==> config.mk <==
export PLATFORM = sky130hd
export DESIGN_NAME = ps2_command_tx
export DESIGN_NICKNAME = d
export VERILOG_FILES = /design/src/rtl/ps2_command_tx.sv
export SDC_FILE = /design/constraint.sdc
export NUM_CORES = 1
export LEC_CHECK = 0
export ABC_CLOCK_PERIOD_IN_PS = 2100
export BUFFER_PORTS_ARGS = -buffer_cell sky130_fd_sc_hd__buf_4
export CAP_MARGIN = 20
export CORE_ASPECT_RATIO = 1.5
export CORE_MARGIN = 2
export CORE_UTILIZATION = 35
export CTS_CLUSTER_DIAMETER = 50
export CTS_CLUSTER_SIZE = 14
export DETAILED_ROUTE_END_ITERATION = 8
export RECOVER_POWER = 25
export SYNTH_ARGS = -nofsm -noshare
export SYNTH_HDL_FRONTEND = slang
export SYNTH_SLANG_ARGS = --single-unit
==> constraint.sdc <==
create_clock -name CLOCK_50 -period 2.1 [get_ports CLOCK_50]
set_clock_uncertainty 0.15 [all_clocks]
set_input_delay 0.105 -clock CLOCK_50 [delete_from_list [all_inputs] [get_ports CLOCK_50]]
set_output_delay 0.105 -clock CLOCK_50 [all_outputs]
set_load 0.02 [all_outputs]
==> src/rtl/ps2_command_tx.sv <==
// ps2_command_tx: host-to-device PS/2 transmitter.
//
// Sends one command byte (e.g. 0xED set LEDs, 0xFF reset) to a PS/2 device:
// inhibit (CLK low), request-to-send (DAT low, CLK released), eleven
// device-clocked bits (data LSB first, odd parity, stop, ack), then a wait
// for both lines to return high. The lines are open-drain: an oe output of 1
// pulls the line low, 0 releases it.
//
// Handshake: a command is accepted on any clock where cmd_valid & cmd_ready.
// cmd_ready is high only in IDLE, so a request made while busy is not queued.
// A cmd_valid held high is taken again on the first IDLE cycle after a
// command finishes.
//
// Ports:
//   CLOCK_50    in   system clock (50 MHz)
//   reset       in   asynchronous active-high reset, releases both lines
//   cmd_data    in   [7:0] byte to send, latched on accept
//   cmd_valid   in   request to send cmd_data
//   cmd_ready   out  high in IDLE
//   busy        out  high from accept until back in IDLE
//   cmd_sent    out  one-cycle pulse: frame sent and ack seen
//   cmd_error   out  one-cycle pulse: timeout or missing ack
//   error_code  out  [1:0] 1 start timeout, 2 transfer timeout, 3 no ack
//   ps2_clk_in  in   raw PS2_CLK pin (asynchronous)
//   ps2_dat_in  in   raw PS2_DAT pin (asynchronous)
//   ps2_clk_oe  out  1 pulls PS2_CLK low
//   ps2_dat_oe  out  1 pulls PS2_DAT low
//   fsm_state   out  [2:0] current FSM state, debug visibility only
module ps2_command_tx #(
    parameter int INHIBIT_CYCLES = 5500,
    parameter int START_TIMEOUT  = 750000,
    parameter int XFER_TIMEOUT   = 100000
) (
    input  logic       CLOCK_50,
    input  logic       reset,
    input  logic [7:0] cmd_data,
    input  logic       cmd_valid,
    output logic       cmd_ready,
    output logic       busy,
    output logic       cmd_sent,
    output logic       cmd_error,
    output logic [1:0] error_code,
    input  logic       ps2_clk_in,
    input  logic       ps2_dat_in,
    output logic       ps2_clk_oe,
    output logic       ps2_dat_oe,
    output logic [2:0] fsm_state
);

    typedef enum logic [2:0] {
        S_IDLE       = 3'd0,
        S_INHIBIT    = 3'd1,
        S_REQ        = 3'd2,
        S_WAIT_START = 3'd3,
        S_XFER       = 3'd4,
        S_WAIT_IDLE  = 3'd5
    } state_t;

    // CLK is held low for INHIBIT_CYCLES cycles in total; the last of them
    // is the REQ overlap cycle, so INHIBIT itself lasts one cycle less.
    localparam logic [19:0] INH_LIM   = 20'(INHIBIT_CYCLES - 2);
    localparam logic [19:0] START_LIM = 20'(START_TIMEOUT - 1);
    localparam logic [19:0] XFER_LIM  = 20'(XFER_TIMEOUT - 1);

    state_t      state;
    state_t      state_next;

    logic        clk_meta, clk_sync, clk_prev;
    logic        dat_meta, dat_sync;
    logic        fall;

    logic [8:0]  shift;      // {parity, data}, consumed LSB first
    logic        dat_low;    // level being driven on DAT during XFER
    logic [3:0]  edge_cnt;
    logic [19:0] tcnt;
    logic [19:0] tcnt_inc;

    logic        sent_next;
    logic        err_next;
    logic [1:0]  err_code_next;

    // Pins idle high, so the synchronizers reset to 1 to avoid a false fall.
    always_ff @(posedge CLOCK_50 or posedge reset) begin
        if (reset) begin
            clk_meta <= 1'b1;
            clk_sync <= 1'b1;
            clk_prev <= 1'b1;
            dat_meta <= 1'b1;
            dat_sync <= 1'b1;
        end else begin
            clk_meta <= ps2_clk_in;
            clk_sync <= clk_meta;
            clk_prev <= clk_sync;
            dat_meta <= ps2_dat_in;
            dat_sync <= dat_meta;
        end
    end

    assign fall     = clk_prev & ~clk_sync;
    assign tcnt_inc = (tcnt == 20'hFFFFF) ? tcnt : tcnt + 20'd1;

    // State register.
    always_ff @(posedge CLOCK_50 or posedge reset) begin
        if (reset) state <= S_IDLE;
        else       state <= state_next;
    end

    // Next-state logic, including the completion/error decisions.
    always_comb begin
        state_next    = state;
        sent_next     = 1'b0;
        err_next      = 1'b0;
        err_code_next = 2'd0;
        case (state)
            S_IDLE: begin
                if (cmd_valid) state_next = S_INHIBIT;
            end
            S_INHIBIT: begin
                if (tcnt >= INH_LIM) state_next = S_REQ;
            end
            S_REQ: begin
                state_next = S_WAIT_START;
            end
            S_WAIT_START: begin
                if (fall) begin
                    state_next = S_XFER;
                end else if (tcnt >= START_LIM) begin
                    state_next    = S_IDLE;
                    err_next      = 1'b1;
                    err_code_next = 2'd1;
                end
            end
            S_XFER: begin
                if (tcnt >= XFER_LIM) begin
                    state_next    = S_IDLE;
                    err_next      = 1'b1;
                    err_code_next = 2'd2;
                end else if (fall && edge_cnt == 4'd10) begin
                    // 11th fall: device ack must hold DAT low.
                    if (dat_sync) begin
                        state_next    = S_IDLE;
                        err_next      = 1'b1;
                        err_code_next = 2'd3;
                    end else begin
                        state_next = S_WAIT_IDLE;
                    end
                end
            end
            S_WAIT_IDLE: begin
                if (tcnt >= XFER_LIM) begin
                    state_next    = S_IDLE;
                    err_next      = 1'b1;
                    err_code_next = 2'd2;
                end else if (clk_sync && dat_sync) begin
                    state_next = S_IDLE;
                    sent_next  = 1'b1;
                end
            end
            default: state_next = S_IDLE;
        endcase
    end

    // Outputs decoded from state; line drive drops as soon as state leaves
    // a driving state, including on asynchronous reset.
    always_comb begin
        cmd_ready  = (state == S_IDLE);
        busy       = (state != S_IDLE);
        ps2_clk_oe = (state == S_INHIBIT) || (state == S_REQ);
        ps2_dat_oe = (state == S_REQ) || (state == S_WAIT_START) ||
                     ((state == S_XFER) && dat_low);
    end

    assign fsm_state = state;

    // Datapath: counters, shift register, result pulses.
    always_ff @(posedge CLOCK_50 or posedge reset) begin
        if (reset) begin
            shift      <= '0;
            dat_low    <= 1'b0;
            edge_cnt   <= '0;
            tcnt       <= '0;
            cmd_sent   <= 1'b0;
            cmd_error  <= 1'b0;
            error_code <= 2'd0;
        end else begin
            cmd_sent  <= sent_next;
            cmd_error <= err_next;
            if (err_next) error_code <= err_code_next;

            case (state)
                S_IDLE: begin
                    if (cmd_valid) begin
                        shift      <= {~^cmd_data, cmd_data};
                        edge_cnt   <= '0;
                        tcnt       <= '0;
                        error_code <= 2'd0;
                    end
                end
                S_INHIBIT: tcnt <= tcnt_inc;
                S_REQ:     tcnt <= '0;
                S_WAIT_START: begin
                    if (fall) begin
                        edge_cnt <= 4'd1;
                        tcnt     <= '0;
                        dat_low  <= ~shift[0];
                        shift    <= {1'b1, shift[8:1]};
                    end else begin
                        tcnt <= tcnt_inc;
                    end
                end
                S_XFER: begin
                    tcnt <= tcnt_inc;
                    if (fall) begin
                        edge_cnt <= edge_cnt + 4'd1;
                        // Ones shift in behind parity, so the 10th fall
                        // releases DAT for the stop bit.
                        dat_low  <= ~shift[0];
                        shift    <= {1'b1, shift[8:1]};
                    end
                end
                S_WAIT_IDLE: tcnt <= tcnt_inc;
                default: ;
            endcase
        end
    end

endmodule
# After elaboration in Yosys (flattened, before gate mapping)
# Cells that the tools add are included.
dict set report word_totals {
  regBits 46
  in_bits 13
  output_inout_bits 11
}
dict set report op_classes {
  add_sub_neg 2
  n_lt_le_gt_ge 3
  eq_ne 15
  mux 41
  bitwise_logic 3
  n_reduce_logical 19
}
# op n
set op_table {}
lappend op_table {{20-bit one-hot mux with 4 select lines} 1}
lappend op_table {{20-bit two-way mux} 3}
lappend op_table {{3-bit two-way mux} 9}
lappend op_table {{20-bit by 1-bit adder with 20-bit output, second input constant} 1}
lappend op_table {{20-bit equality test, second input constant} 1}
lappend op_table {{20-bit by 13-bit greater-or-equal comparator with 1-bit output, second input constant} 1}
lappend op_table {{20-bit by 17-bit greater-or-equal comparator with 1-bit output, second input constant} 1}
lappend op_table {{20-bit greater-or-equal comparator, second input constant} 1}
lappend op_table {{9-bit two-way mux} 2}
lappend op_table {{3-bit one-hot mux with 6 select lines} 1}
lappend op_table {{9-bit one-hot mux with 2 select lines} 1}
lappend op_table {{2-bit two-way mux} 7}
lappend op_table {{4-bit two-way mux} 3}
lappend op_table {{4-bit one-hot mux with 3 select lines} 1}
lappend op_table {{1-bit two-way mux} 11}
lappend op_table {{3-bit inequality test, second input constant} 3}
lappend op_table {{2-bit inequality test, second input constant} 4}
lappend op_table {{8-bit XNOR reduction} 1}
lappend op_table {{3-bit by 2-bit equality test with 1-bit output, second input constant} 2}
lappend op_table {{3-bit equality test, second input constant} 2}
lappend op_table {{2-bit one-hot mux with 3 select lines} 1}
lappend op_table {{3-bit nonzero test} 2}
lappend op_table {{5-bit AND reduction} 1}
lappend op_table {{4-bit by 1-bit adder with 4-bit output, second input constant} 1}
lappend op_table {{other kinds (16)} 22}

# Depth between registers and ports, before layout
dict set report depth {
  depth_word 9
  mapped_depth 7
}

# Worst setup path before layout
# Ideal clock, no wire load.
dict set report synth_timing {
  path_kind {register -> register}
  from {register state[1], in the netlist fsm_state[1]}
  to {register state[0], in the netlist fsm_state[0]}
  setup_time_ps 78
  t_arrival_ps 1986
  t_required_ps 1872
  setup_slack_ps -114
  stages_incl_launch_ff 8
  n_path_buf 2
  period_less_slack_ps 2214
  cell_sequence {dfrtp_1 buf_2 or3b_2 clkbuf_1 or2_2 and2_1 o21ai_0 o2bb2ai_1}
}
dict set report synth_via {
  elab_chain_len 3
}
# item line_no
set synth_rtl {}
lappend synth_rtl {{start, declared} 65} ;# state_t state;
lappend synth_rtl {{start signal, assigned} 105} ;# else state <= state_next;
lappend synth_rtl {{3-bit equality test, or another cell as far along} 114} ;# case (state)
lappend synth_rtl {{3-bit inequality test (no source line) / 2-bit inequality test (equally long branches)} -}
lappend synth_rtl {{5-bit AND reduction (no source line)} -}
# Several ways; a longest one is shown, not always the timed one.
# A chain may end at the register's enable or synchronous reset.

# Worst setup path in the final report
dict set report layout_timing {
  from {register tcnt[2]}
  to {register tcnt[17]}
}
dict set report layout_via {
  elab_chain_len 4
}
# item line_no
set layout_rtl {}
lappend layout_rtl {{start, declared} 75} ;# logic [19:0] tcnt;
lappend layout_rtl {{start signal, assigned} 199} ;# S_INHIBIT: tcnt <= tcnt_inc;
lappend layout_rtl {{start signal, assigned} 208} ;# tcnt <= tcnt_inc;
lappend layout_rtl {{start signal, assigned} 212} ;# tcnt <= tcnt_inc;
lappend layout_rtl {{20-bit by 1-bit adder with 20-bit output / 20-bit equality test (equally long branches)} 100} ;# assign tcnt_inc = (tcnt == 20'hFFFFF) ? tcnt : tcnt + 20'd1;
lappend layout_rtl {{20-bit two-way mux *} 100}
lappend layout_rtl {{20-bit two-way mux} 202} ;# if (fall) begin
lappend layout_rtl {{20-bit one-hot mux with 4 select lines *} 190} ;# case (state)
# Every way passes the cells marked *; elsewhere a longest branch is shown, timed or not.

==> metrics.md <==
| Metric | Value |
|---|---|
| Outcome | `finished clean` |
| First-pass GRT wire length | `12.44 mm` |
| Detail Route Antenna Nets | `0` |
| Worst-path fanout max | `4` |
| Post-Syn Area | `2776 µm²` |
| Setup TNS | `0 ps` |
| Port bufs | `23` |
| Largest net degree at the start of global routing | `24` |
| Critical path class | `reg -> reg` |
| Worst skew pair latency | `290 ps` |
| Fin. Hold Viols | `0` |
| Vias per cell | `5.354` |
| Rows | `39` |
| Vias in the first global route | `2617` |
| Synth Register Bits | `46` |
| Initial core utilization | `36.24%` |
| Crit share post-route | `98.70%` |
| Slew Limit Fails | `0` |
| CTS Buf Count | `5` |
| Clock Sinks | `46` |
| Antenna violations before repair | `0` |
| DIE AREA | `8676 µm²` |
| Design Power | `3.806 mW` |
| Critical path endpoint category | `flip-flop` |
| Worst min-delay path class | `in -> async` |
| DR vias | `2570` |
| Area growth syn-to-layout | `34.43%` |
| Share of cells above drive strength 1 | `33.07%` |
| Core Box Area | `7661 µm²` |
| IO Pins | `24` |
| Cells taking the most area after synthesis | `dfrtp_1, dfstp_2, xnor2_1` |
| DRT Pass-1 Iters | `4` |
| Post-DP HPWL | `5.547 mm` |
| Die Ht | `113.1 µm` |
| Final core occ | `48.72%` |
| Setup violators final | `0` |
| CTS tree | `done` |
| Post-synth EDFFs | `0` |
| Cell with the most instances after synthesis | `dfrtp_1` |
| Total gr overflow | `0` |
| Req. time, crit path | `2130 ps` |
| Max Fclk | `0.4825 GHz` |
| Ant diodes | `0` |
| Slew margin rel. | `38.19%` |
| Crit path launch type | `flip-flop` |
| GPL Wtd Cong | `0.9012` |
| VDD IR max | `0.7241 mV` |
| Residual DRC | `0` |
| Synth Net Count | `318` |
| Routed Wire Length | `7.297 mm` |
| Wire per inst | `15.20 µm` |
| Maximum root-to-sink buffer count | `2` |
| Synth top area share | `36.95%` |
| Mapped Cells | `301` |
| Synth unique cells | `64` |
| WP data arrival | `2110 ps` |
| Ys flop type | `dfrtp_1` |
| Worst-margin pin slew | `927.1 ps` |
| Ys async rst share | `100.0%` |
| H-Tree Depth | `2` |
| 1st-iter DRT viols | `126` |
| Warnings from Yosys | `0` |
| Leading area contributor after synthesis | `dfrtp_1` |
| Avg Cell Area, Syn | `9.224 µm²` |
| Post-route minimum period | `2073 ps` |
| Sequential fraction of the synthesis area | `41.69%` |
| GRT Util Overall | `17.78%` |
| Post-DP Area | `3341 µm²` |
| Nets | `394` |
| Lkg Pwr | `1.633 nW` |
| Root Driver | `clkbuf_16` |
| Die W | `76.72 µm` |
| Post-synth top cells | `dfrtp_1, nand2_1, o21ai_0` |
| CTS clock-pin slew for the worst setup and hold paths | `70 ps` |
| RSZ-0062 raised after global routing | `true` |
| Post-route cell area | `3732 µm²` |
| Fillcell total | `747` |
| Max_cap viols | `0` |
| Pwr Density | `1020 nW/µm²` |
[stage by stage]
| step | instances | hold WS (ps) | worst slack, ps |
|---|---|---|---|
| after global routing | 480 | 192.7 | -30.92 |
| after global placement | 456 | -130.8 | -21.18 |
| after floorplan | 301 | -40.52 | -1.277 |
| after CTS | 476 | 104.6 | -9.434 |
| after detailed placement | 456 | -128.3 | -51.74 |
| final | 480 | 160.1 | 27.34 |
[worst max-delay path: stages (launching register included)]
cell and delay (ps):
dfrtp_1 400, nand2_1 110, or3_4 420, or4_4 520, a21o_1 190, a22o_1 170
[flip-flops by register name, summed over array words and instances, names as in the netlist]
signal and count:
tcnt 20, shift 9, edge_cnt 4, fsm_state 3
error_code 2, clk_meta 1, clk_prev 1, clk_sync 1
cmd_error 1, cmd_sent 1, dat_low 1, dat_meta 1
dat_sync 1
[path summary, 6_finish.rpt]
check / from / to / slack, ps / cells after the start
max reg2reg: tcnt[2]$_DFFE_PP0P_ / tcnt[17]$_DFFE_PP0P_ / 30 / 5
max in group asynchronous: reset / tcnt[8]$_DFFE_PP0P_ / 440 / 4
max: tcnt[2]$_DFFE_PP0P_ / tcnt[17]$_DFFE_PP0P_ / 30 / 5
min reg2reg: dat_meta$_DFF_PP1_ / dat_sync$_DFF_PP1_ / 210 / 0
min: reset / tcnt[18]$_DFFE_PP0P_ / 160 / 3
min in group CLOCK_50: dat_meta$_DFF_PP1_ / dat_sync$_DFF_PP1_ / 210 / 0
[cell type report]
| class | count | area, µm² | share of cell area [%] |
|---|---|---|---|
| repair buffers | 89 | 710.7 | 19.04 |
| clock buffers | 6 | 138.9 | 3.721 |
| well taps | 102 | 127.6 | 3.419 |
| flip-flops and latches | 46 | 1161 | 31.11 |
| multi-input cells | 223 | 1533 | 41.07 |
| inverters | 12 | 45.04 | 1.207 |
| clock inverters | 2 | 16.27 | 0.4358 |
[report_power, final]
part	switching, mW	internal, mW	total, mW
logic	0.985	0.795	1.78
registers	0.122	1.07	1.19
clock network	0.358	0.478	0.837
total	1.47	2.34	3.81
[routing by layer]
layer / vias to the layer above / part of all wire [%] / GRT usage [%] / wire length, µm
li1: 1255 / - / - / -
met1: 1227 / 39 / 19.15 / 2859
met2: 64 / 54 / 33.22 / 3915
met3: 24 / 3.2 / 2.791 / 230
met4: 0 / 4.0 / 8.970 / 291
met5: - / 0 / 0 / 0
[placed cells by master, fill, tap and decap left out, types with 4 or more instances in the layout]
cell	n
a21oi_1	13
a31oi_1	6
buf_4	71
clkbuf_16	5
dfrtp_1	38
dfstp_2	4
dlygate4sd3_1	12
inv_1	12
mux2i_1	8
nand2_1	23
nand3_1	9
nand4_1	8
nor2_1	18
nor2b_1	4
nor3_1	4
nor4_1	5
o21ai_0	20
o31ai_1	5
or3_1	4
xnor2_1	14
[timing repair]
action / CTS / global route
gates resized for setup: 3 / 18
setup endpoints to repair: 5 / 23
buffers inserted: 0 / 4
hold endpoints to repair: 57 / 0
gates cloned: 0 / 0
hold buffers: 12 / 0
pin swaps: 0 / 5
[cell families after synthesis]
group           Yosys count  share of synthesized area [%]
mux                       8                          2.884
simple gates            116                          23.52
xor+xnor                 16                          5.048
buf+inv                  32                          6.174
compound gates           79                          18.88
flops                    46                          41.69
fa+ha+maj                 4                          1.803
Note: power is estimated with default switching activity, not from simulation.
